--- src/rtl/lsu_stage_if.sv ---
// Data-memory port of the LSU: request/grant handshake plus load response.
// Master is the LSU side, slave is the memory side.
interface lsu_stage_if #(
    parameter int ADDR_WIDTH = 12,
    parameter int XLEN       = 32
);
    logic                  mem_req_o;
    logic                  mem_we_o;
    logic [3:0]            mem_be_o;
    logic [ADDR_WIDTH-1:0] mem_addr_o;
    logic [XLEN-1:0]       mem_wdata_o;
    logic                  mem_gnt_i;
    logic                  mem_rvalid_i;
    logic [XLEN-1:0]       mem_rdata_i;

    modport master (
        output mem_req_o, mem_we_o, mem_be_o, mem_addr_o, mem_wdata_o,
        input  mem_gnt_i, mem_rvalid_i, mem_rdata_i
    );

    modport slave (
        input  mem_req_o, mem_we_o, mem_be_o, mem_addr_o, mem_wdata_o,
        output mem_gnt_i, mem_rvalid_i, mem_rdata_i
    );
endinterface

--- src/rtl/lsu_stage.sv ---
// RISC-V memory stage: byte/half/word loads (sign/zero extend) and byte-enabled stores; LSU_MISALIGN_TRAP_EN traps misaligned accesses.
// Latency: non-memory op 1 cycle; store 3 cycles, load 4 cycles, plus one per grant/response wait cycle.
// Backpressure: stall_o holds upstream while a memory op is in IDLE/REQ/RSP; memory grant and rvalid pace the FSM.
module lsu_stage #(
    parameter int ADDR_WIDTH = 12,
    parameter int XLEN       = 32
) (
    input  logic              clk,
    input  logic              rst,
    input  logic [31:0]       instr_i,
    input  logic [XLEN-1:0]   alu_result_i,
    input  logic [XLEN-1:0]   rs2_data_i,
    output logic              stall_o,
    output logic [31:0]       instr_o,
    output logic [XLEN-1:0]   alu_result_o,
    output logic [XLEN-1:0]   data_o,
    output logic [XLEN-1:0]   data_bypass_o,
    output logic [4:0]        sel_rd_o,
    output logic              misaligned_o,
    lsu_stage_if.master       mem
);
    localparam logic [6:0] OPC_LOAD   = 7'b0000011;
    localparam logic [6:0] OPC_STORE  = 7'b0100011;
    localparam logic [6:0] OPC_OP     = 7'b0110011;
    localparam logic [6:0] OPC_OP_IMM = 7'b0010011;
    localparam logic [6:0] OPC_LUI    = 7'b0110111;
    localparam logic [6:0] OPC_AUIPC  = 7'b0010111;
    localparam logic [6:0] OPC_JAL    = 7'b1101111;
    localparam logic [6:0] OPC_JALR   = 7'b1100111;

    typedef enum logic [1:0] {IDLE, REQ, RSP, DONE} state_t;

    state_t                state_q, state_d;
    logic                  stall;
    logic                  is_load_i, is_store_i, is_mem_i, mis_i;
    logic [2:0]            f3_i;
    logic [1:0]            lo_i;
    logic [3:0]            be_i;
    logic [XLEN-1:0]       wdata_i;

    logic                  we_q;
    logic [2:0]            f3_q;
    logic [1:0]            lo_q;
    logic [3:0]            be_q;
    logic [XLEN-1:0]       wdata_q;
    logic [ADDR_WIDTH-1:0] addr_q;
    logic [XLEN-1:0]       rdata_q;

    logic [7:0]            ld_byte;
    logic [15:0]           ld_half;
    logic [XLEN-1:0]       ld_ext;
    logic                  trap_now;

    logic [31:0]           instr_q;
    logic [XLEN-1:0]       alu_q;
    logic [XLEN-1:0]       data_q;
    logic                  trap_wb_q;
    logic                  writes_rd;

    assign f3_i       = instr_i[14:12];
    assign lo_i       = alu_result_i[1:0];
    assign is_load_i  = (instr_i[6:0] == OPC_LOAD);
    assign is_store_i = (instr_i[6:0] == OPC_STORE);
    assign is_mem_i   = is_load_i | is_store_i;

`ifdef LSU_MISALIGN_TRAP_EN
    logic mis_q;

    assign mis_i = is_mem_i && (((f3_i[1:0] == 2'b10) && (lo_i != 2'b00)) ||
                                ((f3_i[1:0] == 2'b01) && lo_i[0]));

    always_ff @(posedge clk) begin
        if (rst) begin
            mis_q <= 1'b0;
        end else if (state_q == IDLE) begin
            mis_q <= mis_i;
        end
    end

    assign trap_now = (state_q == DONE) && mis_q;
`else
    assign mis_i    = 1'b0;
    assign trap_now = 1'b0;
`endif

    // Store lanes: byte and half data are replicated so any enabled lane carries it
    always_comb begin
        be_i    = 4'b1111;
        wdata_i = rs2_data_i;
        case (f3_i[1:0])
            2'b00: begin
                be_i    = 4'b0001 << lo_i;
                wdata_i = {4{rs2_data_i[7:0]}};
            end
            2'b01: begin
                be_i    = lo_i[1] ? 4'b1100 : 4'b0011;
                wdata_i = {2{rs2_data_i[15:0]}};
            end
            default: ;
        endcase
    end

    always_ff @(posedge clk) begin
        if (rst) begin
            state_q <= IDLE;
            we_q    <= 1'b0;
            f3_q    <= '0;
            lo_q    <= '0;
            be_q    <= '0;
            wdata_q <= '0;
            addr_q  <= '0;
            rdata_q <= '0;
        end else begin
            state_q <= state_d;
            if ((state_q == IDLE) && is_mem_i) begin
                we_q    <= is_store_i;
                f3_q    <= f3_i;
                lo_q    <= lo_i;
                be_q    <= be_i;
                wdata_q <= wdata_i;
                addr_q  <= {alu_result_i[ADDR_WIDTH-1:2], 2'b00};
            end
            if ((state_q == RSP) && mem.mem_rvalid_i) begin
                rdata_q <= mem.mem_rdata_i;
            end
        end
    end

    always_comb begin
        state_d = state_q;
        stall   = 1'b0;
        case (state_q)
            IDLE: begin
                if (is_mem_i) begin
                    stall   = 1'b1;
                    state_d = mis_i ? DONE : REQ;
                end
            end
            REQ: begin
                stall = 1'b1;
                if (mem.mem_gnt_i) begin
                    state_d = we_q ? DONE : RSP;
                end
            end
            RSP: begin
                stall = 1'b1;
                if (mem.mem_rvalid_i) begin
                    state_d = DONE;
                end
            end
            DONE:    state_d = IDLE;
            default: state_d = IDLE;
        endcase
    end

    always_comb begin
        ld_byte = rdata_q[{lo_q, 3'b000} +: 8];
        ld_half = lo_q[1] ? rdata_q[31:16] : rdata_q[15:0];
        case (f3_q)
            3'b000:  ld_ext = {{(XLEN-8){ld_byte[7]}}, ld_byte};
            3'b100:  ld_ext = {{(XLEN-8){1'b0}}, ld_byte};
            3'b001:  ld_ext = {{(XLEN-16){ld_half[15]}}, ld_half};
            3'b101:  ld_ext = {{(XLEN-16){1'b0}}, ld_half};
            default: ld_ext = rdata_q;
        endcase
    end

    assign data_bypass_o = ((state_q == DONE) && !we_q && !trap_now) ? ld_ext : '0;
    assign misaligned_o  = trap_now;
    assign stall_o       = stall & ~rst;

    always_ff @(posedge clk) begin
        if (rst) begin
            instr_q   <= '0;
            alu_q     <= '0;
            data_q    <= '0;
            trap_wb_q <= 1'b0;
        end else if (!stall) begin
            instr_q   <= instr_i;
            alu_q     <= alu_result_i;
            data_q    <= data_bypass_o;
            trap_wb_q <= trap_now;
        end
    end

    always_comb begin
        case (instr_q[6:0])
            OPC_LOAD, OPC_OP, OPC_OP_IMM, OPC_LUI,
            OPC_AUIPC, OPC_JAL, OPC_JALR: writes_rd = 1'b1;
            default:                      writes_rd = 1'b0;
        endcase
    end

    assign instr_o      = instr_q;
    assign alu_result_o = alu_q;
    assign data_o       = data_q;
    assign sel_rd_o     = (writes_rd && !trap_wb_q) ? instr_q[11:7] : 5'd0;

    assign mem.mem_req_o   = (state_q == REQ);
    assign mem.mem_we_o    = (state_q == REQ) && we_q;
    assign mem.mem_be_o    = (state_q == REQ) ? be_q : 4'b0000;
    assign mem.mem_addr_o  = (state_q == REQ) ? addr_q : '0;
    assign mem.mem_wdata_o = (state_q == REQ) ? wdata_q : '0;
endmodule

--- src/flat_wrapper.sv ---
// flat-port wrapper written by rule: the top's interface ports become plain ports
module lsu_stage_flat 
#(
    parameter int ADDR_WIDTH = 12,
    parameter int XLEN       = 32
)
  (clk, rst, instr_i, alu_result_i, rs2_data_i, stall_o, instr_o, alu_result_o, data_o, data_bypass_o, sel_rd_o, misaligned_o, mem_mem_req_o, mem_mem_we_o, mem_mem_be_o, mem_mem_addr_o, mem_mem_wdata_o, mem_mem_gnt_i, mem_mem_rvalid_i, mem_mem_rdata_i);
  lsu_stage_if #(.ADDR_WIDTH(ADDR_WIDTH), .XLEN(XLEN)) mem_i ();
  input  logic clk;
  input  logic rst;
  input  logic [31:0] instr_i;
  input  logic [XLEN-1:0] alu_result_i;
  input  logic [XLEN-1:0] rs2_data_i;
  output logic stall_o;
  output logic [31:0] instr_o;
  output logic [XLEN-1:0] alu_result_o;
  output logic [XLEN-1:0] data_o;
  output logic [XLEN-1:0] data_bypass_o;
  output logic [4:0] sel_rd_o;
  output logic misaligned_o;
  output wire logic [$bits(mem_i.mem_req_o)-1:0] mem_mem_req_o;
  output wire logic [$bits(mem_i.mem_we_o)-1:0] mem_mem_we_o;
  output wire logic [$bits(mem_i.mem_be_o)-1:0] mem_mem_be_o;
  output wire logic [$bits(mem_i.mem_addr_o)-1:0] mem_mem_addr_o;
  output wire logic [$bits(mem_i.mem_wdata_o)-1:0] mem_mem_wdata_o;
  input wire logic [$bits(mem_i.mem_gnt_i)-1:0] mem_mem_gnt_i;
  input wire logic [$bits(mem_i.mem_rvalid_i)-1:0] mem_mem_rvalid_i;
  input wire logic [$bits(mem_i.mem_rdata_i)-1:0] mem_mem_rdata_i;
  assign mem_mem_req_o = mem_i.mem_req_o;
  assign mem_mem_we_o = mem_i.mem_we_o;
  assign mem_mem_be_o = mem_i.mem_be_o;
  assign mem_mem_addr_o = mem_i.mem_addr_o;
  assign mem_mem_wdata_o = mem_i.mem_wdata_o;
  assign mem_i.mem_gnt_i = mem_mem_gnt_i;
  assign mem_i.mem_rvalid_i = mem_mem_rvalid_i;
  assign mem_i.mem_rdata_i = mem_mem_rdata_i;
  lsu_stage #(.ADDR_WIDTH(ADDR_WIDTH), .XLEN(XLEN)) u_core (.clk(clk), .rst(rst), .instr_i(instr_i), .alu_result_i(alu_result_i), .rs2_data_i(rs2_data_i), .stall_o(stall_o), .instr_o(instr_o), .alu_result_o(alu_result_o), .data_o(data_o), .data_bypass_o(data_bypass_o), .sel_rd_o(sel_rd_o), .misaligned_o(misaligned_o), .mem(mem_i));
endmodule
--- config.mk ---
export PLATFORM = sky130hd
export DESIGN_NAME = lsu_stage_flat
export DESIGN_NICKNAME = d
export VERILOG_FILES = /design/src/rtl/lsu_stage_if.sv /design/src/rtl/lsu_stage.sv /design/src/flat_wrapper.sv
export SDC_FILE = /design/constraint.sdc
export NUM_CORES = 1
export LEC_CHECK = 0
export BUFFER_PORTS_ARGS = -buffer_cell sky130_fd_sc_hd__buf_2
export CAP_MARGIN = 20
export CORE_ASPECT_RATIO = 0.75
export CORE_UTILIZATION = 43
export DETAILED_ROUTE_END_ITERATION = 16
export PLACE_DENSITY = 0.79
export SETUP_SLACK_MARGIN = 0.2
export SLEW_MARGIN = 30
export SYNTH_ARGS = -nofsm -noshare
export SYNTH_HDL_FRONTEND = slang
export SYNTH_SLANG_ARGS = --single-unit
export TNS_END_PERCENT = 1
--- constraint.sdc ---
create_clock -name clk -period 2.08 [get_ports clk]
set_clock_uncertainty 0.1 [all_clocks]
set_input_delay 0.312 -clock clk [delete_from_list [all_inputs] [get_ports clk]]
set_output_delay 0.312 -clock clk [all_outputs]
set_load 0.005 [all_outputs]
Word-level counts from Yosys, hierarchy flattened
Index checks and enable logic that the tools add are counted.
Word-level totals
  bits in registers: 182
  latch bits: 0
  memory bits (writable): 0
  bits in read-only memories: 0
  input port bits: 132
  output and inout port bits: 185
  word-level logic and storage cells: 64
  memories: 0
Operators by class
  $add $sub $neg: 0
  multipliers: 0
  div/mod/pow operators: 0
  $lt $le $gt $ge: 0
  equal/unequal tests: 19
  shifts and indexed selects: 2
  muxes and demuxes: 18
  bitwise logic cells: 3
  reduce and logical (&&, ||, !) cells: 11
Operators with widths (count)
  $pmux W32 S4: 1
  $mux W32: 2
  $pmux W32 S2: 1
  $shiftx A32 B6 Y8: 1
  $eq A7 B6 Y1 const B: 3
  $mux W16: 1
  $eq A7 B2 Y1 const B: 2
  $eq A7 B5 Y1 const B: 2
  $eq A7 B7 Y1 const B: 2
  $mux W12: 1
  $mux W4: 2
  $pmux W2 S4: 1
  $pmux W4 S2: 1
  $reduce_or A7 Y1: 1
  $eq A3 B3 Y1 const B: 2
  $mux W2: 3
  $mux W5: 1
  $eq A2 B1 Y1 const B: 2
  $eq A2 B2 Y1 const B: 2
  $logic_and A1 B1 Y1: 4
  $logic_not A2 Y1: 2
  $ne A2 B1 Y1 const B: 2
  $shl A1 B2 Y4 const A: 1
  $eq A3 B1 Y1 const B: 1
  other kinds (10): 12

Depth between registers and ports, before layout
  depth after elaboration: 5
  gate-level depth with buffers: 8
  gate-level depth less buffers: 6

Worst setup path after synthesis
No wires, ideal clock.
  path type: flip-flop to output port
  from: register u_core.lo_q[0]
  to: output data_bypass_o[16]
  arrival time: 1.730 ns
  data required time: 1.668 ns
  setup slack: -0.062 ns
  cell stages (with the launch flop): 6
  buffers on the path: 1
  cells stage by stage: dfxtp_1 > mux2_2 > a221o_1 > a21oi_1 > buf_4 > nor3_1
Between the ends
  word-level cells in the longest chain between the ends: 3
Ends and longest elaborated chain
  from (decl): RTL line lsu_stage.sv:43  | logic [1:0] lo_q;
  from (signal assigned): RTL line lsu_stage.sv:118  | lo_q <= lo_i;
  $shiftx A32 B6 Y8: RTL line lsu_stage.sv:157  | ld_byte = rdata_q[{lo_q, 3'b000} +: 8];
  $pmux W32 S4: RTL line lsu_stage.sv:159  | case (f3_q)
  $mux W32: RTL line lsu_stage.sv:168  | assign data_bypass_o = ((state_q == DONE) && !we_q && !trap_now) ? ld_ext : '0;
  to (decl): RTL line flat_wrapper.sv:18  | output logic [XLEN-1:0] data_bypass_o;
No other way between the ends.

Final worst setup path
  from: register u_core.lo_q[0]
  to: output data_bypass_o[22]
Same word-level chain as after synthesis.

==> key figures <==
Run status
  – Status: complete, but fails checks
  – Violated checks: negative setup slack

GRT
  – Tot GR Track Use: 27.06%
  – Remaining Overflow, GRT: 0
  – First-pass GRT wire length: 38.01 mm
  – Largest net degree at the start of global routing: 65
  – Initial antenna violation count: 1
  – Vias in the first global route: 7,320

Pwr
  – Pleak: 4.888 nW
  – Peak VDD IR: 0.0005458 V
  – Net Sw Power: 2.652 mW
  – Clk pwr share: 37.3%
  – Sequential share of power: 44.0%
  – Comb pwr share: 18.6%
  – Switch share: 29.14%
  – Pint: 6.450 mW
  – Pwr/cell area: 855.4 nW/um^2
  – Final total power: 9.102 mW

Synth
  – #FFs+latches synth: 182
  – Post-Syn Area: 7538 sq um
  – Yosys warnings: 0
  – Post-synth ARST share: 0%
  – Post-synthesis sequential area ratio: 48.33%
  – Synthesized instance count: 842
  – Yosys cell types: 54
  – Post-synth EDFFs: 0
  – Top cell type by total area after synthesis: dfxtp_1
  – Avg Cell Area, Syn: 8.953 sq um
  – Post-synth top flop: dfxtp_1
  – Yosys top cell area share: 48.33%
  – Top post-synthesis cells by area: dfxtp_1 48%, a22o_1 7.4%, nand2_1 7.0%

Finish
  – Post-route cell area: 10,640 sq um
  – Layout area overhead: 41.15%
  – Layout Utilization: 62.66%
  – Finished Layout Cells: 1,437
  – Nets: 1,324
  – Layout cell share with drive strength beyond 1: 36.42%

CTS
  – CTS H-tree depth: 4
  – Root buffer cell: clkbuf_16
  – Clock Path Buffers: 2
  – Clock Latency Late Sink: 0.42 ns
  – CTS buffer count: 17
  – Num Clock Sinks: 182
  – CTS tree: done
  – Post-CTS Setup Inserts: 0
  – Worst-path clk slew: 0.07 ns

STA
  – Endpoints failing setup: 33
  – Final Critical Period: 2.496 ns
  – Final hold vios: 0
  – RSZ-0062 raised after global routing: true
  – Max frequency: 400.6 MHz
  – Tcrit/Tclk final: 120.0%
  – Setup TNS: -11.59 ns
  – Hold Slack: 0.01297 ns
  – Worst-Margin Slew: 0.5714 ns
  – Worst setup margin: -0.4164 ns
  – Relative slew slack: 61.91%
  – Slew Limit Fails: 0

Routing
  – Drt pass-1 iters: 5
  – Detailed-route DRC error count: 0
  – Drt initial violations: 689
  – Drt wl/cell: 17.43 microns
  – Via density: 5.333
  – Antenna Nets Post-Route: 0
  – Wirelength, routed: 25.05 mm
  – Vias: 7,663

Floorplanning
  – Initial Utilization: 44.40%
  – Row count: 41
  – Die Wd: 154.9 microns
  – Core ar.: 16,980 sq um
  – Die ar.: 18,070 sq um
  – # IOs: 317
  – Die Y: 116.7 microns

Hold path
  – Worst Hold Class: input port to flop

Worst setup path
  – Critical-path cell list: mux2_4 > a221o_1 > a21oi_2 > buf_12 > nor3_1 > buf_2
  – Crit Path Class: flop to output pin
  – Crit Path Max Fanout: 16
  – Worst Path Required: 1.67 ns
  – Crit-path max cell delay: 0.39 ns
  – CP Capture Type: output pin
  – Worst Path Arrival: 2.08 ns
  – Setup crit start kind: flop
  – Slowest cell on the critical path: dfxtp_4
  – WP buf/inv: 2
  – Delay-heaviest family, CP: compound AO/OA/AOI/OAI gates

Placement
  – Dpl hpwl: 17.73 mm
  – IO buf count: 313
  – Setup WS pre-CTS: -0.1231 ns
  – Gp weighted congestion: 0.9587
  – Dpl cell area: 9580 sq um
  – Placed cells: 1,373

Flow run
  – Max Cap Violations: 0
-- timing repair --
item / 4_1_cts / 5_1_grt
setup endpoints to repair: 170 / 169
resized for setup: 23 / 13
endpoints found under the hold margin: 28 / 3
pin swaps: 10 / 10
hold buffers: 28 / 3
-- routing by layer --
layer | vias up | global-route usage (%) | share of wire (%)
met2 | 379 | 44.56 | 46
li1 | 3678 | - | -
met5 | - | 0 | 0
met1 | 3554 | 33.96 | 42
met4 | 0 | 8.515 | 2.1
met3 | 52 | 8.497 | 9.7
-- synth_stat cells (all sizes together) (2+ instances only) --
cell,number
dfxtp,182
nand2,140
a21oi,72
a22o,64
and2,55
clkbuf,46
nor2,46
buf,26
nor2b,24
a221o,20
nor3,19
mux2i,18
inv,16
o21ai,13
a211oi,10
a311oi,10
o211ai,9
mux2,8
o32ai,7
a222oi,6
o22ai,6
o2bb2ai,6
ha,5
nand2b,4
a22oi,3
and3,3
a21o,2
a31oi,2
nand3,2
or2,2
-- worst paths after layout --
path / from / to / slack, ns / cells past startpoint
max: u_core.lo_q[0] / data_bypass_o[22] / -0.42 / 6
min: alu_result_i[28] / u_core.alu_result_o[28] / 0.01 / 2
min reg2reg: u_core.wdata_q[30] / u_core.wdata_q[30] / 0.35 / 2
max reg2reg: u_core.lo_q[0] / u_core.data_o[17] / 0.09 / 5
-- power by group through the flow --
stage	combinational (mW)	sequential [mW]	clock, mW
2_1_floorplan	0.806	4.07	0
3_3_place_gp	1.55	4.05	0
3_5_place_dp	1.57	4.06	0
4_1_cts	1.66	3.99	3.47
5_1_grt	1.83	4.04	3.63
6_report	1.70	4.01	3.40
-- kinds of logic after synthesis --
kind of cell | Yosys count | share of synthesized area [%]
other | 1 | 0.04974
buffers and inverters | 89 | 4.996
flip-flops | 182 | 48.33
AND/OR/NAND/NOR | 300 | 18.61
adder cells (fa/ha/maj) | 5 | 0.8299
multiplexers | 26 | 3.635
AO/OA/AOI/OAI | 239 | 23.55
-- layout by cell type (no fill, tap or decap), types with 4 or more instances in the layout --
master and count:
a211oi_1 10, a21oi_1 70, a221o_1 20, a222oi_1 6, a22o_1 64, a311oi_1 10
and2_1 54, buf_12 7, buf_2 312, buf_4 43, clkbuf_16 18, dfxtp_1 175
dfxtp_2 4, dlygate4sd3_1 31, inv_1 13, inv_6 4, inv_8 4, mux2_2 6
mux2i_1 18, nand2_1 140, nor2_1 44, nor2b_1 23, nor3_1 19, o211ai_1 9
o21ai_0 11, o22ai_1 6, o2bb2ai_1 6, o32ai_1 7
-- sequential cells by signal, summed over array words and instances (netlist names) --
name	flops
u_core.alu_result_o	32
u_core.data_o	32
u_core.instr_o	32
u_core.rdata_q	32
u_core.wdata_q	32
u_core.addr_q	10
u_core.be_q	4
u_core.f3_q	3
u_core.lo_q	2
u_core.state_q	2
u_core.we_q	1
-- final cells by class --
type                    instances  area [sq um]
fillers                      1439          6340
flip-flops and latches        182          3660
multi-input cells             573          3602
repair buffers                396          2382
clock buffers                  17         425.4
well taps                     236         295.3
clock inverters                15         206.4
inverters                      17         66.31
diodes                          1         2.502
Note: power is estimated with default switching activity, not from simulation.
